==> src/rtl/pixel_fill_arbiter_if.sv <==
// pixel_fill_arbiter_if: CPU pixel, fill-command and pixel-RAM port 0 signals.
// cpu_wait exists only when PIXEL_FILL_STARVE_GUARD_EN is defined.
interface pixel_fill_arbiter_if #(parameter int ADDR_W = 19);
    logic              cpu_req;
    logic              cpu_we;
    logic [ADDR_W-1:0] cpu_addr;
    logic              cpu_din;
    logic              cpu_dout;
`ifdef PIXEL_FILL_STARVE_GUARD_EN
    logic              cpu_wait;
`endif
    logic              fill_start;
    logic [9:0]        fill_x0;
    logic [8:0]        fill_y0;
    logic [9:0]        fill_w;
    logic [8:0]        fill_h;
    logic              fill_color;
    logic              fill_busy;
    logic              fill_done;
    logic [ADDR_W-1:0] ram_addr;
    logic              ram_we;
    logic              ram_din;
    logic              ram_dout;

    modport slave (
        input  cpu_req, cpu_we, cpu_addr, cpu_din,
        input  fill_start, fill_x0, fill_y0, fill_w, fill_h, fill_color,
        input  ram_dout,
`ifdef PIXEL_FILL_STARVE_GUARD_EN
        output cpu_wait,
`endif
        output cpu_dout, fill_busy, fill_done, ram_addr, ram_we, ram_din
    );

    modport master (
        output cpu_req, cpu_we, cpu_addr, cpu_din,
        output fill_start, fill_x0, fill_y0, fill_w, fill_h, fill_color,
        output ram_dout,
`ifdef PIXEL_FILL_STARVE_GUARD_EN
        input  cpu_wait,
`endif
        input  cpu_dout, fill_busy, fill_done, ram_addr, ram_we, ram_din
    );
endinterface

==> src/rtl/pixel_fill_arbiter.sv <==
// pixel_fill_arbiter: shares pixel-RAM port 0 between the CPU and a rectangle-fill engine.
// Define PIXEL_FILL_STARVE_GUARD_EN to force an engine grant after STARVE_LIMIT denied cycles.
module pixel_fill_arbiter #(
    parameter int SCREEN_W     = 640,
    parameter int SCREEN_H     = 480,
    parameter int ADDR_W       = 19,
    parameter int STARVE_LIMIT = 16
) (
    input logic clock,
    input logic reset,
    pixel_fill_arbiter_if.slave bus
);
    localparam logic [10:0] W11 = 11'(SCREEN_W);
    localparam logic [9:0]  H10 = 10'(SCREEN_H);

    typedef enum logic [1:0] {IDLE, FILL, DONE} state_e;

    state_e            state_q, state_d;
    logic [9:0]        x_q, x_d, x0_q, x0_d;
    logic [8:0]        y_q, y_d;
    logic [10:0]       xe_q, xe_d;
    logic [9:0]        ye_q, ye_d;
    logic [ADDR_W-1:0] row_q, row_d;
    logic              color_q, color_d;
    logic [10:0]       sum_x;
    logic [9:0]        sum_y;
    logic              empty, grant, force_g, last_col, last_row;

    assign sum_x    = {1'b0, bus.fill_x0} + {1'b0, bus.fill_w};
    assign sum_y    = {1'b0, bus.fill_y0} + {1'b0, bus.fill_h};
    assign empty    = bus.fill_w == '0 || bus.fill_h == '0 ||
                      {1'b0, bus.fill_x0} >= W11 || {1'b0, bus.fill_y0} >= H10;
    assign last_col = ({1'b0, x_q} + 11'd1) == xe_q;
    assign last_row = ({1'b0, y_q} + 10'd1) == ye_q;
    assign grant    = state_q == FILL && (!bus.cpu_req || force_g);

`ifdef PIXEL_FILL_STARVE_GUARD_EN
    localparam int SW = $clog2(STARVE_LIMIT + 1);
    logic [SW-1:0] starve_q, starve_d;
    assign force_g      = state_q == FILL && starve_q == SW'(STARVE_LIMIT);
    assign bus.cpu_wait = force_g;
    assign starve_d     = (state_q == FILL && !grant) ? starve_q + SW'(1) : '0;
    always_ff @(posedge clock)
        starve_q <= reset ? '0 : starve_d;
`else
    assign force_g = 1'b0;
`endif

    always_comb begin
        state_d = state_q;
        x_d     = x_q;
        x0_d    = x0_q;
        y_d     = y_q;
        xe_d    = xe_q;
        ye_d    = ye_q;
        row_d   = row_q;
        color_d = color_q;
        case (state_q)
            IDLE: if (bus.fill_start) begin
                x_d     = bus.fill_x0;
                x0_d    = bus.fill_x0;
                y_d     = bus.fill_y0;
                color_d = bus.fill_color;
                xe_d    = sum_x > W11 ? W11 : sum_x;
                ye_d    = sum_y > H10 ? H10 : sum_y;
                row_d   = ADDR_W'(bus.fill_y0) * ADDR_W'(SCREEN_W);
                state_d = empty ? DONE : FILL;
            end
            FILL: if (grant) begin
                x_d = last_col ? x0_q : x_q + 10'd1;
                if (last_col) begin
                    y_d     = y_q + 9'd1;
                    row_d   = row_q + ADDR_W'(SCREEN_W);
                    state_d = last_row ? DONE : FILL;
                end
            end
            default: state_d = IDLE;
        endcase
    end

    always_ff @(posedge clock) begin
        if (reset) begin
            state_q <= IDLE;
            x_q     <= '0;
            x0_q    <= '0;
            y_q     <= '0;
            xe_q    <= '0;
            ye_q    <= '0;
            row_q   <= '0;
            color_q <= 1'b0;
        end else begin
            state_q <= state_d;
            x_q     <= x_d;
            x0_q    <= x0_d;
            y_q     <= y_d;
            xe_q    <= xe_d;
            ye_q    <= ye_d;
            row_q   <= row_d;
            color_q <= color_d;
        end
    end

    assign bus.fill_busy = state_q == FILL;
    assign bus.fill_done = state_q == DONE;
    assign bus.cpu_dout  = bus.ram_dout;
    assign bus.ram_addr  = grant ? row_q + ADDR_W'(x_q) : bus.cpu_addr;
    assign bus.ram_din   = grant ? color_q : bus.cpu_din;
    // Reset must block CPU writes too, not just engine writes.
    assign bus.ram_we    = !reset && (grant || (bus.cpu_req && bus.cpu_we));
endmodule

==> src/flat_wrapper.sv <==
// flat-port wrapper written by rule: the top's interface ports become plain ports
module pixel_fill_arbiter_flat 
#(
    parameter int SCREEN_W     = 640,
    parameter int SCREEN_H     = 480,
    parameter int ADDR_W       = 19,
    parameter int STARVE_LIMIT = 16
)
  (clock, reset, bus_cpu_req, bus_cpu_we, bus_cpu_addr, bus_cpu_din, bus_fill_start, bus_fill_x0, bus_fill_y0, bus_fill_w, bus_fill_h, bus_fill_color, bus_ram_dout, bus_cpu_dout, bus_fill_busy, bus_fill_done, bus_ram_addr, bus_ram_we, bus_ram_din);
  pixel_fill_arbiter_if #(.ADDR_W(ADDR_W)) bus_i ();
  input logic clock;
  input logic reset;
  input wire logic [$bits(bus_i.cpu_req)-1:0] bus_cpu_req;
  input wire logic [$bits(bus_i.cpu_we)-1:0] bus_cpu_we;
  input wire logic [$bits(bus_i.cpu_addr)-1:0] bus_cpu_addr;
  input wire logic [$bits(bus_i.cpu_din)-1:0] bus_cpu_din;
  input wire logic [$bits(bus_i.fill_start)-1:0] bus_fill_start;
  input wire logic [$bits(bus_i.fill_x0)-1:0] bus_fill_x0;
  input wire logic [$bits(bus_i.fill_y0)-1:0] bus_fill_y0;
  input wire logic [$bits(bus_i.fill_w)-1:0] bus_fill_w;
  input wire logic [$bits(bus_i.fill_h)-1:0] bus_fill_h;
  input wire logic [$bits(bus_i.fill_color)-1:0] bus_fill_color;
  input wire logic [$bits(bus_i.ram_dout)-1:0] bus_ram_dout;
  output wire logic [$bits(bus_i.cpu_dout)-1:0] bus_cpu_dout;
  output wire logic [$bits(bus_i.fill_busy)-1:0] bus_fill_busy;
  output wire logic [$bits(bus_i.fill_done)-1:0] bus_fill_done;
  output wire logic [$bits(bus_i.ram_addr)-1:0] bus_ram_addr;
  output wire logic [$bits(bus_i.ram_we)-1:0] bus_ram_we;
  output wire logic [$bits(bus_i.ram_din)-1:0] bus_ram_din;
  assign bus_i.cpu_req = bus_cpu_req;
  assign bus_i.cpu_we = bus_cpu_we;
  assign bus_i.cpu_addr = bus_cpu_addr;
  assign bus_i.cpu_din = bus_cpu_din;
  assign bus_i.fill_start = bus_fill_start;
  assign bus_i.fill_x0 = bus_fill_x0;
  assign bus_i.fill_y0 = bus_fill_y0;
  assign bus_i.fill_w = bus_fill_w;
  assign bus_i.fill_h = bus_fill_h;
  assign bus_i.fill_color = bus_fill_color;
  assign bus_i.ram_dout = bus_ram_dout;
  assign bus_cpu_dout = bus_i.cpu_dout;
  assign bus_fill_busy = bus_i.fill_busy;
  assign bus_fill_done = bus_i.fill_done;
  assign bus_ram_addr = bus_i.ram_addr;
  assign bus_ram_we = bus_i.ram_we;
  assign bus_ram_din = bus_i.ram_din;
  pixel_fill_arbiter #(.SCREEN_W(SCREEN_W), .SCREEN_H(SCREEN_H), .ADDR_W(ADDR_W), .STARVE_LIMIT(STARVE_LIMIT)) u_core (.clock(clock), .reset(reset), .bus(bus_i));
endmodule
==> config.mk <==
export PLATFORM = sky130hd
export DESIGN_NAME = pixel_fill_arbiter_flat
export DESIGN_NICKNAME = d
export VERILOG_FILES = /design/src/rtl/pixel_fill_arbiter_if.sv /design/src/rtl/pixel_fill_arbiter.sv /design/src/flat_wrapper.sv
export SDC_FILE = /design/constraint.sdc
export NUM_CORES = 1
export LEC_CHECK = 0
export BUFFER_PORTS_ARGS = -buffer_cell sky130_fd_sc_hd__clkbuf_2
export CAP_MARGIN = 20
export CELL_PAD_IN_SITES_DETAIL_PLACEMENT = 0
export CELL_PAD_IN_SITES_GLOBAL_PLACEMENT = 2
export CORE_ASPECT_RATIO = 0.9
export CORE_MARGIN = 4
export CORE_UTILIZATION = 36
export CTS_CLUSTER_DIAMETER = 200
export CTS_CLUSTER_SIZE = 30
export DETAILED_ROUTE_END_ITERATION = 8
export PLACE_DENSITY_LB_ADDON = 0.1
export SLEW_MARGIN = 30
export SYNTH_ARGS = -nofsm -noshare
export SYNTH_HDL_FRONTEND = slang
export SYNTH_SLANG_ARGS = --single-unit
==> constraint.sdc <==
create_clock -name clock -period 4.4 [get_ports clock]
set_input_delay 0.44 -clock clock [delete_from_list [all_inputs] [get_ports clock]]
set_output_delay 0.44 -clock clock [all_outputs]
set_load 0.03 [all_outputs]
Yosys cells after proc, flatten, opt, wreduce, memory -nomap -nowiden
Cells that the tools add are included.
- bits in registers: 72
- add/sub/neg operators: 8
- $mul: 1
- order comparisons: 4
- equality and inequality tests: 7
- muxes and demuxes: 22
- reductions and logical operators: 17
- operators with widths (cell ; number):
    19-bit 2-to-1 mux ; 4
    10-bit 2-to-1 mux ; 4
    19-bit one-hot mux with 2 select lines ; 1
    9-bit 2-to-1 mux ; 3
    10-bit one-hot mux with 2 select lines ; 1
    19-bit by 10-bit adder with 19-bit output ; 1
    19-bit by 10-bit adder with 19-bit output, second input constant ; 1
    9-bit one-hot mux with 2 select lines ; 1
    9-bit by 3-bit multiplier with 12-bit output, second input constant ; 1
    10-bit by 1-bit adder with 11-bit output, second input constant ; 1
    10-bit by 10-bit adder with 11-bit output ; 1
    11-bit == test ; 1
    11-bit by 10-bit greater-than comparator with 1-bit output, second input constant ; 1
    11-bit 2-to-1 mux ; 1
    10-bit by 1-bit adder with 10-bit output, second input constant ; 1
    9-bit by 1-bit adder with 10-bit output, second input constant ; 1
    9-bit by 9-bit adder with 10-bit output ; 1
    10-bit == test ; 1
    10-bit >= comparator, second input constant ; 1
    10-bit by 9-bit greater-than comparator with 1-bit output, second input constant ; 1
    10-bit logical NOT ; 1
    2-bit 2-to-1 mux ; 5
    9-bit by 1-bit adder with 9-bit output, second input constant ; 1
    9-bit >= comparator, second input constant ; 1
    other kinds (15) ; 23

Depth between registers and ports, before layout
Gate-level depths: netlist of the first run.
- word-level depth: 7
- gate-level depth with buffers: 11
- mapped depth without buffers: 10

Worst setup path after synthesis of the first run
No wires, ideal clock.
- path type: input -> register
- start: input bus_fill_w[0]
- end: register u_core.xe_q[1]
- data arrival time: 2689 ps
- slack: 1610 ps
- cell stages on the path: 10
- path buffers: 0
- path through: ha_1 > inv_1 > fa_1 > nor2b_1 > o31a_1 > a21oi_1 > or4b_2 > o311ai_0 > a21oi_1 > o41ai_1
- cells in the longest elaborated chain, start to end: 3
- ends and longest elaborated chain (element ; RTL line ; text):
    start, declared ; flat_wrapper.sv:20 ; input wire logic [$bits(bus_i.fill_w)-1:0] bus_fill_w;
    10-bit by 10-bit adder with 11-bit output * ; pixel_fill_arbiter.sv:29 ; assign sum_x = {1'b0, bus.fill_x0} + {1'b0, bus.fill_w};
    11-bit by 10-bit greater-than comparator with 1-bit output ; pixel_fill_arbiter.sv:64 ; xe_d = sum_x > W11 ? W11 : sum_x;
    11-bit 2-to-1 mux * ; pixel_fill_arbiter.sv:64 ;
    end signal, assigned ; pixel_fill_arbiter.sv:87 ; xe_q <= '0;
    end signal, assigned ; pixel_fill_arbiter.sv:96 ; xe_q <= xe_d;
    end, declared ; pixel_fill_arbiter.sv:21 ; logic [10:0] xe_q, xe_d;
Every way passes the cells marked *; elsewhere a longest branch is shown, timed or not.
A chain may end at the register's enable or synchronous reset.

Worst setup path after layout of the first run
- start: register u_core.x_q[3]
- end: register u_core.row_q[18]
- cells in the longest elaborated chain, start to end: 4
- ends and longest elaborated chain (element ; RTL line ; text):
    start, declared ; pixel_fill_arbiter.sv:19 ; logic [9:0] x_q, x_d, x0_q, x0_d;
    start signal, assigned ; pixel_fill_arbiter.sv:84 ; x_q <= '0;
    start signal, assigned ; pixel_fill_arbiter.sv:93 ; x_q <= x_d;
    10-bit by 1-bit adder with 11-bit output ; pixel_fill_arbiter.sv:33 ; assign last_col = ({1'b0, x_q} + 11'd1) == xe_q;
    11-bit == test ; pixel_fill_arbiter.sv:33 ;
    2-bit by 1-bit inequality test with 1-bit output (no source line) ; n/a ;
    4-bit AND reduction (no source line) ; n/a ;
    end signal, assigned ; pixel_fill_arbiter.sv:98 ; row_q <= row_d;
    end, declared ; pixel_fill_arbiter.sv:23 ; logic [ADDR_W-1:0] row_q, row_d;
Every way passes these cells.

==> results of run 1 <==
## metal layers
metal	share of wire (%)	GRT usage [%]
met1	53	31.7
met4	1.0	4.33
met3	4.8	3.52
met2	41	30.6
met5	0	0
## worst register-to-register path: stages (launching register included)
cell and delay [ns]:
sky130_fd_sc_hd__dfxtp_1 0.55, sky130_fd_sc_hd__and4_1 0.41, sky130_fd_sc_hd__nand4b_1 0.16, sky130_fd_sc_hd__a211oi_2 0.34, sky130_fd_sc_hd__nand4b_4 0.20, sky130_fd_sc_hd__or4_4 0.68, sky130_fd_sc_hd__a21oi_1 0.58, sky130_fd_sc_hd__a221oi_1 0.16
## cells in the final DEF (no fill, tap or decap), types with 11 or more instances in the layout
master and count:
sky130_fd_sc_hd__dfxtp_1 65, sky130_fd_sc_hd__nand3_1 35, sky130_fd_sc_hd__clkbuf_2 86, sky130_fd_sc_hd__or3_1 15
sky130_fd_sc_hd__nor2_1 48, sky130_fd_sc_hd__nand2_1 97, sky130_fd_sc_hd__and3_1 14, sky130_fd_sc_hd__buf_4 12
sky130_fd_sc_hd__ha_1 40, sky130_fd_sc_hd__nor3_1 19, sky130_fd_sc_hd__inv_1 16, sky130_fd_sc_hd__xor2_1 18
sky130_fd_sc_hd__o21ai_0 49, sky130_fd_sc_hd__a211oi_1 12, sky130_fd_sc_hd__a21oi_1 45, sky130_fd_sc_hd__nand4_1 11
sky130_fd_sc_hd__xnor2_1 36
## power by group
group / leakage [nW] / total (mW) / switching [mW] / internal [mW]
combinational: 1.91 / 0.979 / 0.611 / 0.368
clock: 0.142 / 0.726 / 0.274 / 0.452
sequential: 0.533 / 0.790 / 0.125 / 0.665
## state kept, by name, summed over array words and instances (netlist names)
signal / cells
u_core.row_q: 12
u_core.xe_q: 11
u_core.x0_q: 10
u_core.x_q: 10
u_core.ye_q: 10
u_core.y_q: 9
u_core.state_q: 2
u_core.color_q: 1
## cells by family (layout without fill, tap and decap cells)
group,count (synthesis),in the layout,share of synthesized area (%)
AND/OR/NAND/NOR,292,292,25.8
AO/OA/AOI/OAI,224,224,27.6
flip-flops,65,65,22.9
buffers and inverters,63,130,4.92
XOR/XNOR,54,54,8.34
adder cells (fa/ha/maj),43,43,9.89
multiplexers,3,3,0.530
other,1,1,0.0661
## cell type report
class / count / area, um^2
clock buffer: 11 / 243
clock inverter: 5 / 55.1
fill: 1640 / 8910
inverter: 16 / 60.1
multi-input combinational: 617 / 4100
sequential: 65 / 1300
tap: 202 / 253
timing repair buffer: 98 / 520
## how the worst min path moves through the flow
stage	start	end	slack [ns]	depth (start not counted)
after floorplan	u_core.x0_q[3]	u_core.x0_q[3]	0.44	2
after global placement	u_core.x0_q[9]	u_core.x0_q[9]	0.44	2
after detailed placement	u_core.x0_q[6]	u_core.x0_q[6]	0.45	2
after CTS	bus_fill_color	u_core.color_q	0.36	3
after global routing	bus_fill_color	u_core.color_q	0.38	3
final	bus_fill_color	u_core.color_q	0.37	3
==> flow_summary.json, run 1 <==
{
  "hpwlAfterDp_um": 14300,
  "grt_pass1_wl_um": 30000,
  "drt_pre_antenna_iters": 4,
  "slew_viols_final": 0,
  "post_cts.repair.setup_buffers": 0,
  "detailedPlace.worstSlack_ns": 1.18,
  "rsz0062_at_grt": "false",
  "syn_area_per_cell_um2": 7.61,
  "final_core_util_pct": 42.3,
  "grt_antenna_before_repair": 0,
  "grt_overflow": 0,
  "timing.final.ws_setup_ns": 1.20,
  "critical_path.endpoint": "u_core.row_q[18]",
  "worst_hold_path_type": "primary input to flip-flop",
  "clock-skew-final_ns": 0.00832,
  "drt-wirelength-per-cell_um": 18.4,
  "max_clock_freq_mhz": 312,
  "synth_top_cell_area_share_pct": 22.9,
  "drt_wl_total_um": 18600,
  "clock_transition_at_the_registers_of_the_reported_paths_ns": 0.06,
  "reg2reg_depth": 7,
  "gp_congestion": 0.944,
  "grt_use_total_pct": 20.8,
  "cell_area_reported_after_detailed_placement_um2": 6230,
  "synth_warnings": 0,
  "final.hold.worst_slack_ns": 0.367,
  "worst_ir_drop_vdd_mv": 0.220,
  "synth.ff_latch_count": 65,
  "path_depth": 7,
  "dr.first_iter.drc_count": 351,
  "setup.reg_to_reg.worst_slack_ns": 1.20,
  "finalHoldViolCount": 0,
  "worstPathArrival_ns": 3.39,
  "synth_sequential_area_ratio_pct": 22.9,
  "routed_via_density": 5.76,
  "layout-drive-gt1-share_pct": 16.5,
  "cp_cell_sequence": "and4_1, nand4b_1, a211oi_2, nand4b_4, or4_4, a21oi_1, a221oi_1",
  "clockRootBuffer": "sky130_fd_sc_hd__clkbuf_16",
  "finish.instance_area_um2": 6530,
  "largest_net_degree_at_the_start_of_global_routing": 44,
  "htree_levels": 3,
  "synth.net_count": 853,
  "endpoint_kind_of_the_worst_setup_timing_path": "flip-flop",
  "floorplan.core_area_um2": 15400,
  "clockBufferDepth": 2,
  "setup-violations-final": 0,
  "worst-setup-path-type": "flip-flop to flip-flop",
  "die_y_um": 127,
  "num_rows": 43,
  "synth.most_common_cell": "sky130_fd_sc_hd__nand2_1",
  "netlist_instances": 745,
  "rr_startpoint": "u_core.x_q[3]",
  "final.setup.tns_ns": 0,
  "detailroute.via_count": 5843,
  "holdBufCountCts": 0,
  "post_cts_resized": 0,
  "finalWorstPathRequiredPeriod_ns": 3.20,
  "design.portCount": 89,
  "tritoncts.num_buffers": 9,
  "clk_latency_ns": 0.34,
  "synth_flop_cell": "sky130_fd_sc_hd__dfxtp_1",
  "min_period_over_period_pct": 72.8,
  "cts_num_sinks": 65,
  "route.antenna.remaining_nets": 0,
  "cts_tree": "built",
  "route.detailed.drc": 0,
  "netlist_top_cells_count": "97 x sky130_fd_sc_hd__nand2_1, 65 x sky130_fd_sc_hd__dfxtp_1, 49 x sky130_fd_sc_hd__nor2_1, 49 x sky130_fd_sc_hd__o21ai_0, 45 x sky130_fd_sc_hd__a21oi_1",
  "number_of_instances_in_the_placed_design": 998,
  "critPathMaxStageDelay_ns": 0.68,
  "synthTopCellsByArea": "sky130_fd_sc_hd__dfxtp_1 23%, sky130_fd_sc_hd__ha_1 8.8%, sky130_fd_sc_hd__nand2_1 6.4%, sky130_fd_sc_hd__xnor2_1 5.6%, sky130_fd_sc_hd__o21ai_0 4.3%",
  "floorplan.die_area_um2": 17800,
  "postSynth.asyncResetShare_pct": 0,
  "cpLargestDelayFamily": "simple AND/OR/NAND/NOR gates",
  "floorplan.initialDensity_pct": 36.7,
  "antenna-diode-count": 0,
  "io_buffer_count": 86,
  "maxCapViolCount": 0,
  "power_density_nw_per_um2": 382,
  "leakage_nw": 2.59,
  "first_global_vias": 5621,
  "synthesized_area_um2": 5670,
  "syn2layout_area_growth_pct": 15.2,
  "timing.critical_path.slowest_stage_cell": "sky130_fd_sc_hd__or4_4",
  "worst-slew-pin-transition_ns": 0.953,
  "yosysTopAreaCell": "sky130_fd_sc_hd__dfxtp_1",
  "critical_path.n_buffers_inverters": 0,
  "required_arrival_time_at_the_worst_endpoint_ns": 4.58,
  "fin_cells": 1014,
  "finalNetCount": 915,
  "crit_path_launch": "u_core.x_q[3]",
  "critical_path.max_fanout": 14,
  "slew_headroom_pct": 36.3,
  "die_width_um": 140,
  "yosysUniqueCellTypes": 73,
  "run_status": "completed",
  "synth_edf_count": 0,
  "crit_start_category": "flip-flop",
  "crit-reg2reg-capture": "u_core.row_q[18]",
  "total_power_mw": 2.49
}
Note: power is estimated with default switching activity, not from simulation.
==> run 2: changes to the inputs <==
CORE_UTILIZATION = 33   (was 36)
clock period = 2.95 ns   (was 4.4 ns; I/O delays follow)
==> run 2 against run 1 <==
Worst hold slack got worse by 0.16 ns. Core utilization fell by 1.8 points. Cell count rose by 4.0%. Via count rose by 2.2%. Critical endpoint is now u_core.y_q[5]. Largest cell class unchanged.
==> flow_summary.json, run 2 (same netlist as run 1, synthesis figures left out) <==
{
  "run_status": "completed",
  "num_rows": 45,
  "grt_overflow": 0,
  "worstPathArrival_ns": 3.06,
  "min_period_over_period_pct": 96.0,
  "dr.first_iter.drc_count": 489,
  "power.combinational.fraction_pct": 40.4,
  "worst_hold_path_type": "primary input to flip-flop",
  "finish.instance_area_um2": 6840,
  "crit_start_category": "flip-flop",
  "required_arrival_time_at_the_worst_endpoint_ns": 3.18,
  "critical_path.max_fanout": 9,
  "grt_pass1_wl_um": 31500,
  "power.switching_mw": 1.52,
  "first_global_vias": 5697,
  "grt_use_total_pct": 20.2,
  "route.antenna.remaining_nets": 0,
  "clock_transition_at_the_registers_of_the_reported_paths_ns": 0.05,
  "rr_startpoint": "u_core.x_q[0]",
  "final.hold.worst_slack_ns": 0.205,
  "route.detailed.drc": 0,
  "power_density_nw_per_um2": 578,
  "endpoint_kind_of_the_worst_setup_timing_path": "flip-flop",
  "cts_tree": "built",
  "floorplan.core_area_um2": 16900,
  "power.switching_fraction_pct": 38.4,
  "crit_path_launch": "u_core.x_q[0]",
  "power.clock.fraction_pct": 30.3,
  "rsz0062_at_grt": "false",
  "maxCapViolCount": 0,
  "io_buffer_count": 86,
  "slew_viols_final": 0,
  "htree_levels": 3,
  "worst_ir_drop_vdd_mv": 0.355,
  "floorplan.die_area_um2": 19300,
  "cts_num_sinks": 65,
  "topRoutingLayerUsed": "met4",
  "max_clock_freq_mhz": 353,
  "finalWorstPathRequiredPeriod_ns": 2.83,
  "met3_wirelength_um": 1040,
  "clockBufferDepth": 2,
  "final.setup.tns_ns": 0,
  "setup-violations-final": 0,
  "hpwlAfterDp_um": 15400,
  "sequentialPowerShare_pct": 29.4,
  "tritoncts.num_buffers": 9,
  "clockRootBuffer": "sky130_fd_sc_hd__clkbuf_16",
  "clock-skew-final_ns": 0.00525,
  "die_y_um": 132,
  "die_width_um": 146,
  "leakage_nw": 2.78,
  "slew_headroom_pct": 40.8,
  "finalNetCount": 948,
  "syn2layout_area_growth_pct": 20.6,
  "biggest_register": "u_core.row_q",
  "drt_pre_antenna_iters": 5,
  "p_int_mw": 2.43,
  "cell_area_reported_after_detailed_placement_um2": 6490,
  "drt_wl_total_um": 19600,
  "worst-setup-path-type": "flip-flop to flip-flop",
  "floorplan.initialDensity_pct": 33.6,
  "largest_register_ff_count": 12,
  "antenna-diode-count": 0,
  "layout-drive-gt1-share_pct": 19.9,
  "routed_via_density": 5.66,
  "most-common-layout-cells": "97 x sky130_fd_sc_hd__nand2_1, 86 x sky130_fd_sc_hd__clkbuf_2, 63 x sky130_fd_sc_hd__dfxtp_1, 49 x sky130_fd_sc_hd__nor2_1, 49 x sky130_fd_sc_hd__o21ai_0",
  "num-fill-cells": 1817,
  "layout.cells.most_common": "sky130_fd_sc_hd__nand2_1",
  "grt_antenna_before_repair": 0,
  "wl_met2_um": 8060,
  "route.layer.met1.wl_um": 10300,
  "clk_latency_ns": 0.33,
  "design.portCount": 89,
  "biggestRegsByFlops": "u_core.row_q: 12 flops, u_core.xe_q: 11 flops",
  "largest_net_degree_at_the_start_of_global_routing": 39,
  "detailroute.via_count": 5969,
  "min-delay-start": "bus_fill_color",
  "worst-slew-pin-transition_ns": 0.885,
  "gp_congestion": 0.895,
  "finalHoldViolCount": 0,
  "drt-wirelength-per-cell_um": 18.6
}
-- run 2: what timing repair did --
action	CTS	global route
hold buffers	0	0
gates resized for setup	1	4
hold endpoints to repair	0	0
buffers inserted	0	0
endpoints found under the setup margin	1	18
pin swaps	0	1
-- run 2: critical path: stages (launching register included) --
cell and delay (ns):
sky130_fd_sc_hd__dfxtp_2 0.35, sky130_fd_sc_hd__ha_1 0.34, sky130_fd_sc_hd__xor2_1 0.17, sky130_fd_sc_hd__a211oi_2 0.19
sky130_fd_sc_hd__o2111a_2 0.24, sky130_fd_sc_hd__nand4b_4 0.11, sky130_fd_sc_hd__or4_4 0.56, sky130_fd_sc_hd__buf_4 0.19
sky130_fd_sc_hd__or3_1 0.31, sky130_fd_sc_hd__a32o_1 0.26
-- run 2: layout make-up --
type | instances | area (um^2) | share of cell area [%]
tap | 211 | 264 | 3.86
sequential | 65 | 1300 | 19.1
clock buffer | 13 | 270 | 3.95
inverter | 16 | 60.1 | 0.878
timing repair buffer | 131 | 772 | 11.3
multi-input combinational | 617 | 4110 | 60.1
clock inverter | 2 | 60.1 | 0.878
-- run 2: routing by layer --
layer / GRT usage [%] / vias up
met4: 4.28 / 0
met2: 28.9 / 162
met1: 31.4 / 2816
met3: 3.68 / 15
met5: 0 / -
li1: - / 2976
-- run 2: worst paths after layout --
path / slack, ns / depth (start not counted) / endpoint
min: 0.21 / 3 / u_core.color_q
min reg2reg: 0.46 / 2 / u_core.x0_q[2]
max: 0.12 / 9 / u_core.y_q[5]
max reg2reg: 0.12 / 9 / u_core.y_q[5]
-- run 2: through the flow --
stage	std cells	total power [mW]	worst slack [ns]	utilization, %
finish	1055	3.95	0.118	40.5
global route	1055	4.21	0.00438	40.5
CTS	1055	3.99	0.0408	40.4
detailed placement	1040	2.75	0.00441	38.4
global placement	1040	2.74	0.0630	38.4
floorplan	745	2.21	0.169	-
-- run 2: power groups by stage --
stage	clock, mW	sequential, mW	combinational, mW
detailed placement	0	1.17	1.58
CTS	1.23	1.15	1.60
finish	1.20	1.16	1.59
global route	1.26	1.18	1.77
floorplan	0	1.10	1.11
global placement	0	1.17	1.57
==> run 3: changes to the inputs <==
CORE_ASPECT_RATIO = default   (was 0.9)
==> run 3 against run 2 <==
Core utilization grew 0.62 points. Sequential power barely moved. Global-route usage shrank 0.43 points. Via count fell by 0.17%. Cell area rose by 0.38%. Combinational power barely moved. Cell count is 1.1% higher. Largest power group unchanged. Die area is essentially flat. Critical endpoint unchanged. Maximum frequency is 0.33% lower. Sequential share of layout area fell by 0.055 points. First-iteration DRC count shrank 17%. Clock-buffer cell count fell by 1.
==> flow_summary.json, run 3 (same netlist as run 1, synthesis figures left out) <==
{
  "gp_congestion": 0.914,
  "final.hold.worst_slack_ns": 0.199,
  "route.antenna.remaining_nets": 0,
  "leakage_nw": 2.78,
  "clockBufferDepth": 2,
  "grt_pass1_wl_um": 31200,
  "global_route.peak_usage_layer": "met2",
  "cp_cell_sequence": "and4_1, nand4b_1, a211oi_2, nand4b_4, or4_4, buf_4, or3_1, a32o_1",
  "power.switching_mw": 1.52,
  "critPathMaxStageDelay_ns": 0.56,
  "cts_tree": "built",
  "reg2reg_depth": 8,
  "clockRootBuffer": "sky130_fd_sc_hd__clkbuf_16",
  "clock-skew-final_ns": 0.00684,
  "grt_overflow": 0,
  "power.switching_fraction_pct": 38.9,
  "crit_start_category": "flip-flop",
  "htree_levels": 3,
  "total_power_mw": 3.92,
  "critical_path.max_fanout": 9,
  "drt-wirelength-per-cell_um": 18.3,
  "num_rows": 47,
  "clock_transition_at_the_registers_of_the_reported_paths_ns": 0.05,
  "use_met2_pct": 30.0,
  "worst_hold_path_type": "primary input to flip-flop",
  "layout.cells.most_common": "sky130_fd_sc_hd__nand2_1",
  "sequentialPowerShare_pct": 29.6,
  "biggest_register": "u_core.row_q",
  "slew_headroom_pct": 58.4,
  "cell_area_reported_after_detailed_placement_um2": 6500,
  "largest_register_ff_count": 12,
  "timing.hold.worst_endpoint": "u_core.color_q",
  "run_status": "completed",
  "maxCapViolCount": 0,
  "required_arrival_time_at_the_worst_endpoint_ns": 3.18,
  "grt_use_total_pct": 19.8,
  "antenna-diode-count": 0,
  "first_global_vias": 5839,
  "layout-drive-gt1-share_pct": 20.2,
  "clk_latency_ns": 0.34,
  "p_int_mw": 2.39,
  "drt_wl_total_um": 19600,
  "setup.reg_to_reg.worst_slack_ns": 0.11,
  "timing.critical_path.slowest_stage_cell": "sky130_fd_sc_hd__or4_4",
  "max_clock_freq_mhz": 352,
  "route.detailed.drc": 0,
  "io_buffer_count": 86,
  "rr_startpoint": "u_core.x_q[0]",
  "grt_antenna_before_repair": 0,
  "routed_via_density": 5.58,
  "setup-violations-final": 0,
  "final_core_util_pct": 41.1,
  "worstPathArrival_ns": 3.07,
  "min-delay-start": "bus_fill_color",
  "syn2layout_area_growth_pct": 21.1,
  "largest_net_degree_at_the_start_of_global_routing": 39,
  "design.portCount": 89,
  "floorplan.die_area_um2": 19300,
  "finalWorstPathRequiredPeriod_ns": 2.84,
  "finalNetCount": 951,
  "floorplan.core_area_um2": 16700,
  "slew_viols_final": 0,
  "power.combinational.fraction_pct": 41.1,
  "dr.first_iter.drc_count": 404,
  "worst-setup-path-type": "flip-flop to flip-flop",
  "worst_ir_drop_vdd_mv": 0.285,
  "crit-reg2reg-capture": "u_core.y_q[5]",
  "tritoncts.num_buffers": 9,
  "min_path_cells": 3,
  "endpoint_kind_of_the_worst_setup_timing_path": "flip-flop",
  "detailedPlace.worstSlack_ns": 0.0264,
  "globalRouteMet3Util_pct": 4.86,
  "floorplan.initialDensity_pct": 34.0,
  "cts_num_sinks": 65,
  "detailroute.via_count": 5959,
  "power.clock.fraction_pct": 29.3,
  "finish.instance_area_um2": 6870,
  "drt_pre_antenna_iters": 5,
  "die_y_um": 139,
  "power_density_nw_per_um2": 570,
  "hpwlAfterDp_um": 15300,
  "worst-slew-pin-transition_ns": 0.621,
  "most-common-layout-cells": "97 x sky130_fd_sc_hd__nand2_1, 86 x sky130_fd_sc_hd__clkbuf_2, 62 x sky130_fd_sc_hd__dfxtp_1, 49 x sky130_fd_sc_hd__nor2_1, 49 x sky130_fd_sc_hd__o21ai_0",
  "biggestRegsByFlops": "u_core.row_q: 12 flops, u_core.xe_q: 11 flops",
  "timing.final.ws_setup_ns": 0.109,
  "die_width_um": 139,
  "min_period_over_period_pct": 96.3,
  "finalHoldViolCount": 0,
  "m1_gr_usage_pct": 28.4
}
[run 3: what timing repair did]
action                     in CTS  in global routing
setup buffers                   0                  3
setup endpoints to repair       0                 28
resized for setup               0                  7
hold buffers                    0                  0
[run 3: routing by layer]
layer	share of wire [%]	wire, um	up-vias
li1	-	-	2985
met1	51	9910	2810
met2	43	8350	146
met3	5.5	1080	18
met4	1.2	227	0
met5	0	0	-
[run 3: area by class of cell]
| class | count | area, um^2 |
|---|---|---|
| Fill cell | 1774 | 9840 |
| Multi-Input combinational cell | 617 | 4120 |
| Sequential cell | 65 | 1310 |
| Timing Repair Buffer | 134 | 795 |
| Tap cell | 220 | 275 |
| Clock buffer | 12 | 246 |
| Clock inverter | 3 | 65.1 |
| Inverter | 16 | 60.1 |
[run 3: worst max-delay path by stage]
stage | end | startpoint | cells after the start
5_1_grt | u_core.row_q[11] | u_core.x_q[5] | 8
3_5_place_dp | u_core.xe_q[2] | bus_fill_x0[0] | 11
6_report | u_core.y_q[5] | u_core.x_q[0] | 8
4_1_cts | u_core.y_q[5] | u_core.x_q[0] | 9
3_3_place_gp | u_core.xe_q[1] | bus_fill_x0[0] | 11
2_1_floorplan | u_core.row_q[17] | u_core.x_q[0] | 8
[run 3: power by group through the flow]
stage	Combinational, mW	Sequential [mW]	Clock (mW)
2_1_floorplan	1.11	1.10	0
3_3_place_gp	1.56	1.17	0
3_5_place_dp	1.58	1.17	0
4_1_cts	1.59	1.15	1.17
5_1_grt	1.77	1.18	1.21
6_report	1.61	1.16	1.15
[run 3: per-stage QoR]
stage                     TNS, ns  cells
after floorplan                 0    745
after global placement          0   1049
after detailed placement        0   1049
after CTS                       0   1064
after global routing       -0.553   1067
final                           0   1067
[run 3: critical path, delay by kind of cell (launching register included)]
family / cells / cell delay [ns]
buffers and inverters: 1 / 0.19
AO/OA/AOI/OAI: 2 / 0.61
AND/OR/NAND/NOR: 5 / 1.53
flip-flops: 1 / 0.41
